### src/rtl/draw_player.sv
`default_nettype none
// ============================================================================
//  Module   : draw_player
//  Purpose  : Overlays a square player sprite on the incoming VGA stream and
//             moves it one pixel per frame during vertical blanking.
//             Optional wall collision (restore previous position and pulse
//             hit) is compiled in when PLAYER_COLLISION_EN is defined.
//  Revision : 1.0 - initial release
// ============================================================================
module draw_player #(
    parameter int          START_X    = 497,
    parameter int          START_Y    = 369,
    parameter int          SIZE       = 30,
    parameter logic [11:0] PLAYER_RGB = 12'h0_f_f,
    parameter logic [11:0] WALL_RGB   = 12'h0_0_f,
    parameter int          HOR_PIXELS = 1024,
    parameter int          VER_PIXELS = 768
) (
    input  logic        clk,
    input  logic        rst,
    input  logic [10:0] vga_in_vcount_i,
    input  logic        vga_in_vsync_i,
    input  logic        vga_in_vblnk_i,
    input  logic [10:0] vga_in_hcount_i,
    input  logic        vga_in_hsync_i,
    input  logic        vga_in_hblnk_i,
    input  logic [11:0] vga_in_rgb_i,
    output logic [10:0] vga_out_vcount_o,
    output logic        vga_out_vsync_o,
    output logic        vga_out_vblnk_o,
    output logic [10:0] vga_out_hcount_o,
    output logic        vga_out_hsync_o,
    output logic        vga_out_hblnk_o,
    output logic [11:0] vga_out_rgb_o,
    input  logic        enable_i,
    input  logic        dir_up_i,
    input  logic        dir_down_i,
    input  logic        dir_left_i,
    input  logic        dir_right_i,
    output logic [10:0] pos_x_o,
    output logic [10:0] pos_y_o,
    output logic        hit_o
);

    // Legal range of the top-left corner, keeping a 6-pixel margin to the edge
    localparam logic [10:0] c_x_min = 11'd6;
    localparam logic [10:0] c_y_min = 11'd6;
    localparam logic [10:0] c_x_max = 11'(HOR_PIXELS - 6 - SIZE);
    localparam logic [10:0] c_y_max = 11'(VER_PIXELS - 6 - SIZE);

    typedef enum logic [1:0] {
        SCAN    = 2'd0,
        DECIDE  = 2'd1,
        MOVE    = 2'd2,
        RESTORE = 2'd3
    } state_t;

    state_t      state_q;
    logic [10:0] pos_x_q, pos_y_q;
    logic [10:0] prev_x_q, prev_y_q;
    logic [10:0] pos_x_d, pos_y_d;
    logic        hit_q;
    logic        coll_flag_q;

    logic        w_in_box;
    logic        w_frame_tick;
    logic        w_wall_px;
    logic        w_coll_set;

    // Box test uses 12-bit upper bounds so pos+SIZE can never wrap
    assign w_in_box = !vga_in_hblnk_i && !vga_in_vblnk_i
                   && (vga_in_hcount_i >= pos_x_q)
                   && ({1'b0, vga_in_hcount_i} < ({1'b0, pos_x_q} + 12'(SIZE)))
                   && (vga_in_vcount_i >= pos_y_q)
                   && ({1'b0, vga_in_vcount_i} < ({1'b0, pos_y_q} + 12'(SIZE)));

    // First pixel of the first vblank line: one strobe per frame
    assign w_frame_tick = (vga_in_vcount_i == 11'(VER_PIXELS)) && (vga_in_hcount_i == 11'd0);

    assign w_wall_px = w_in_box && (vga_in_rgb_i == WALL_RGB);

`ifdef PLAYER_COLLISION_EN
    assign w_coll_set = w_wall_px;
`else
    // Wall pixels are still recognised, but can never raise the flag
    assign w_coll_set = w_wall_px & 1'b0;
`endif

    // Candidate next position: one axis, fixed priority, out-of-range steps dropped
    always_comb begin
        pos_x_d = pos_x_q;
        pos_y_d = pos_y_q;
        if (enable_i) begin
            if (dir_up_i) begin
                if (pos_y_q > c_y_min) pos_y_d = pos_y_q - 11'd1;
            end else if (dir_down_i) begin
                if (pos_y_q < c_y_max) pos_y_d = pos_y_q + 11'd1;
            end else if (dir_left_i) begin
                if (pos_x_q > c_x_min) pos_x_d = pos_x_q - 11'd1;
            end else if (dir_right_i) begin
                if (pos_x_q < c_x_max) pos_x_d = pos_x_q + 11'd1;
            end
        end
    end

    // One-cycle video pipeline: timing delayed, rgb replaced inside the box
    always_ff @(posedge clk) begin
        if (!rst) begin
            vga_out_vcount_o <= '0;
            vga_out_vsync_o  <= 1'b0;
            vga_out_vblnk_o  <= 1'b0;
            vga_out_hcount_o <= '0;
            vga_out_hsync_o  <= 1'b0;
            vga_out_hblnk_o  <= 1'b0;
            vga_out_rgb_o    <= '0;
        end else begin
            vga_out_vcount_o <= vga_in_vcount_i;
            vga_out_vsync_o  <= vga_in_vsync_i;
            vga_out_vblnk_o  <= vga_in_vblnk_i;
            vga_out_hcount_o <= vga_in_hcount_i;
            vga_out_hsync_o  <= vga_in_hsync_i;
            vga_out_hblnk_o  <= vga_in_hblnk_i;
            vga_out_rgb_o    <= w_in_box ? PLAYER_RGB : vga_in_rgb_i;
        end
    end

    // Movement FSM: scan for walls during the frame, then move or restore in vblank
    always_ff @(posedge clk) begin
        if (!rst) begin
            state_q     <= SCAN;
            pos_x_q     <= 11'(START_X);
            pos_y_q     <= 11'(START_Y);
            prev_x_q    <= 11'(START_X);
            prev_y_q    <= 11'(START_Y);
            hit_q       <= 1'b0;
            coll_flag_q <= 1'b0;
        end else begin
            hit_q <= 1'b0;
            case (state_q)
                SCAN: begin
                    if (w_coll_set) coll_flag_q <= 1'b1;
                    if (w_frame_tick) state_q <= DECIDE;
                end
                DECIDE: begin
                    if (coll_flag_q) begin
                        state_q <= RESTORE;
                        hit_q   <= 1'b1;    // high for the whole RESTORE cycle
                    end else begin
                        state_q <= MOVE;
                    end
                end
                MOVE: begin
                    prev_x_q    <= pos_x_q;
                    prev_y_q    <= pos_y_q;
                    pos_x_q     <= pos_x_d;
                    pos_y_q     <= pos_y_d;
                    coll_flag_q <= 1'b0;
                    state_q     <= SCAN;
                end
                RESTORE: begin
                    pos_x_q     <= prev_x_q;
                    pos_y_q     <= prev_y_q;
                    coll_flag_q <= 1'b0;
                    state_q     <= SCAN;
                end
                default: state_q <= SCAN;
            endcase
        end
    end

    assign pos_x_o = pos_x_q;
    assign pos_y_o = pos_y_q;
    assign hit_o   = hit_q;

endmodule
`default_nettype wire

### config.mk
export PLATFORM = sky130hd
export DESIGN_NAME = draw_player
export DESIGN_NICKNAME = d
export VERILOG_FILES = /design/src/rtl/draw_player.sv
export SDC_FILE = /design/constraint.sdc
export NUM_CORES = 1
export LEC_CHECK = 0
export CAP_MARGIN = 20
export CORE_MARGIN = 3
export CORE_UTILIZATION = 50
export DETAILED_ROUTE_END_ITERATION = 8
export GPL_ROUTABILITY_DRIVEN = 0
export GPL_TIMING_DRIVEN = 0
export PLACE_DENSITY_LB_ADDON = 0.08
export SETUP_SLACK_MARGIN = 0.05
export SYNTH_ARGS = -nofsm -noshare
export SYNTH_HDL_FRONTEND = slang
export SYNTH_SLANG_ARGS = --single-unit
### constraint.sdc
create_clock -name clk -period 4 [get_ports clk]
set_input_delay 1 -clock clk [delete_from_list [all_inputs] [get_ports clk]]
set_output_delay 1 -clock clk [all_outputs]
set_load 0.02 [all_outputs]
==> results by group <==
Placement
  • DPL Wire Length: between 10000 and 15000 um
  • PortBufs: approximately 100

Logic synthesis
  • Synth Area in Simple Gates: 0.1860
  • Synth Area in Adders: 0.1568
  • Yosys warning count: 0
  • Netlist cell types: just under 70
  • Syn_nets: 716
  • Commonest cells in the netlist: dfxtp_1 (84), nand2_1 (70), ha_1 (64)
  • Post-synthesis mux area share: 0.01307
  • Mean post-synth cell area: 8.864 um^2
  • Post-synth ARST share: 0
  • Mapped Cells: between 600 and 700
  • Synth area leader: dfxtp_1
  • Main combinational cell family by area after synthesis: compound AO/OA/AOI/OAI gates
  • Number of enable flip-flop cells after synthesis: 0
  • Post-synthesis compound-gate area fraction: 0.2375
  • Top_reg_cell synth: dfxtp_1
  • Top cell type's share of synthesized area: 0.3136
  • Area contributors post-synth: dfxtp_1 (31%), ha_1 (15%), nand2_1 (4.9%)
  • Yosys reg bits: 84
  • Cell with the most instances after synthesis: dfxtp_1
  • Syn Std Cell Area: 5363 um^2
  • Xor/xnor cell area share of the yosys netlist: 0.04410
  • Seq/Total Area, Yosys: 0.3136

Timing
  • Hold Fails Final Rpt: 0
  • Final TNS setup: 0 ns
  • Post-Route Hold Slack: about 0.47 ns
  • Slew @ Worst Pin: approximately 0.75 ns
  • Fmax: between 0.2 and 0.3 GHz
  • Max-slew violations: 0
  • Endpoints failing setup: 0
  • Max_slew headroom: 0.4985
  • Tcrit/Tclk final: 0.9006
  • Clk_skew: between 0.01 and 0.015 ns
  • Final min period: 3.602 ns
  • RSZ-0062 raised after global routing: false

Floorplan
  • Die span in x: about 110 um
  • IO Pins: roughly 110
  • Total die area: ~12000 um^2
  • Core area: between 10000 and 15000 um^2
  • Chip Height: 109.6 um
  • Initial cell density of the core: 0.5171
  • Row count: 37

Clock tree
  • Clock sinks: 84
  • CTS tree: done
  • Post-CTS Setup Repair Bufs: 0
  • Root buffer cell: clkbuf_8
  • Clock latency on the worst-skew pair: ~0.37 ns
  • Worst-path clk slew: around 0.09 ns
  • Hold_buf cts: 0
  • Longest Clk Path Bufs: 2
  • Total CTS buffers: 9
  • H-tree lvl count: 3
  • # resized after CTS: 0

Detailed routing
  • Routed WL: between 15000 and 20000 um
  • DR pass1 iterations: 5
  • Wire per inst: between 15 and 20 um
  • Vias/cell: 5.768
  • DRC: 0
  • Initial DRC Count: between 200 and 250
  • Vias: 4966
  • ANT nets after route: 0

Critical path
  • R2r endpoint: vga_out_rgb_o[9]
  • Maximum fanout along the worst path: 10
  • Worst Setup Path Type: flip-flop to flip-flop
  • CP endpoint kind: flip-flop
  • CP Data Arrival Time: roughly 3.9 ns
  • Critical path launch point type: flip-flop
  • R2R Path Start: pos_y_o[1]
  • Reg2Reg Depth: 12
  • R2R Setup Slk: a little under 0.4 ns
  • CP required: 4.26 ns

GRT
  • Largest net degree at the start of global routing: 14
  • Initial antenna violation count: 0
  • First-pass GRT wire length: 23850 um
  • Number of global-route vias before repair: 4826
  • Congestion Overflow GR: 0
  • Overall Global Routing Usage: 0.2544

Min path
  • Hold EP: prev_x_q[9]
  • HP Start: prev_x_q[9]
  • Hold Crit Class: flip-flop to flip-flop
  • Hold Path Depth: 2

Pwr
  • Max IR drop VDD: 0.0001482 V
  • Cell Pwr Density: about 270 nW/um^2
  • Pleak: 2.986 nW

Flow run
  • Max-Cap Viols: 0

Cells and area
  • # diodes: 0
  • Synth-to-Final Area Change: 26.64%
  • Share of cells above drive strength 1: 0.05655
  • Final nets: a little over 800

Outcome
  • Status: finished, final reports clean
==> kinds of logic (layout without fill, tap and decap cells) <==
kind of cell               Yosys count  in the layout
and+or+nand+nor                    192            192
other                                1              1
xor gates and xnor gates            27             27
DFF                                 84             84
adders and majority gates           66             66
buffers and inverters               62            182
AOI/OAI and AO/OA                  166            166
muxes                                7              7
==> layer usage <==
layer  track usage  share of wire  vias up
met4       0.08549          0.019        0
met5             0              0        -
met1        0.3495           0.45     2310
met3       0.03699          0.073       27
met2        0.4093           0.45      192
li1              -              -     2437
==> worst max-delay path, cell delays in order (launching register included) <==
cell       delay (ns)
dfxtp_1          0.55
inv_1            0.20
ha_1             0.31
a2111oi_2        0.44
xnor2_1          0.19
ha_1             0.27
and3_1           0.20
a211oi_1         0.22
o21ai_0          0.12
o221a_2          0.25
nor4_2           0.31
buf_4            0.25
and3b_1          0.19
==> worst max-delay path by stage <==
stage | from | end | slack [ns] | depth (start not counted)
after floorplan | pos_y_o[1] | vga_out_rgb_o[10] | 0.85 | 12
after global placement | dir_up_i | pos_y_o[10] | 0.13 | 9
after detailed placement | dir_up_i | pos_y_o[10] | 0.12 | 9
after CTS | pos_y_o[1] | vga_out_rgb_o[9] | 0.41 | 12
after global routing | dir_left_i | pos_x_o[10] | 0.23 | 9
final | pos_y_o[1] | vga_out_rgb_o[9] | 0.40 | 12
==> registers in the layout (all words and copies together), names as in the netlist <==
signal / flops
prev_x_q: 11
vga_out_hblnk_o: 1
vga_out_hcount_o: 11
vga_out_rgb_o: 12
pos_x_o: 11
pos_y_o: 11
state_q: 2
vga_out_hsync_o: 1
vga_out_vcount_o: 11
vga_out_vblnk_o: 1
vga_out_vsync_o: 1
prev_y_q: 11
==> layout make-up <==
cell class,instances,area (um^2)
clock inverter,4,72.57
tap,136,170.2
multi-input combinational,459,3422
inverter,35,131.4
sequential,84,1682
clock buffer,12,145.1
timing repair buffer,104,1041
fill,891,3578
buffer,27,127.6
==> report_power, final <==
part           leakage [nW]  switching (mW)  total, mW  internal (mW)
clock                 0.107           0.318      0.687          0.369
combinational          2.19           0.150      0.300          0.150
sequential            0.688         0.00477      0.861          0.856
==> per-stage QoR <==
| stage | utilization | area (um^2) | power [mW] | setup WS, ns | instances |
|---|---|---|---|---|---|
| final | 0.6549 | 6792 | 1.848 | 0.3975 | 861 |
| after global routing | 0.6549 | 6792 | 1.915 | 0.2282 | 861 |
| after floorplan | - | 5363 | 1.043 | 0.8508 | 605 |
| after global placement | 0.6339 | 6574 | 1.170 | 0.1315 | 845 |
| after detailed placement | 0.6339 | 6574 | 1.179 | 0.1211 | 845 |
| after CTS | 0.6549 | 6792 | 1.851 | 0.4150 | 861 |
==> cells in the final DEF (no fill, tap or decap), types with 16 or more instances in the layout <==
cell | synthesis | final
clkdlybuf4s50_1 | 0 | 104
dfxtp_1 | 84 | 84
nand2_1 | 70 | 70
ha_1 | 64 | 64
inv_1 | 34 | 34
and2_1 | 30 | 30
clkbuf_1 | 19 | 21
xnor2_1 | 19 | 19
a21oi_1 | 19 | 19
o211ai_1 | 18 | 18
o21a_1 | 18 | 18
a21o_1 | 17 | 17
nor2_1 | 16 | 16
o21ai_0 | 16 | 16
Note: power is estimated with default switching activity, not from simulation.
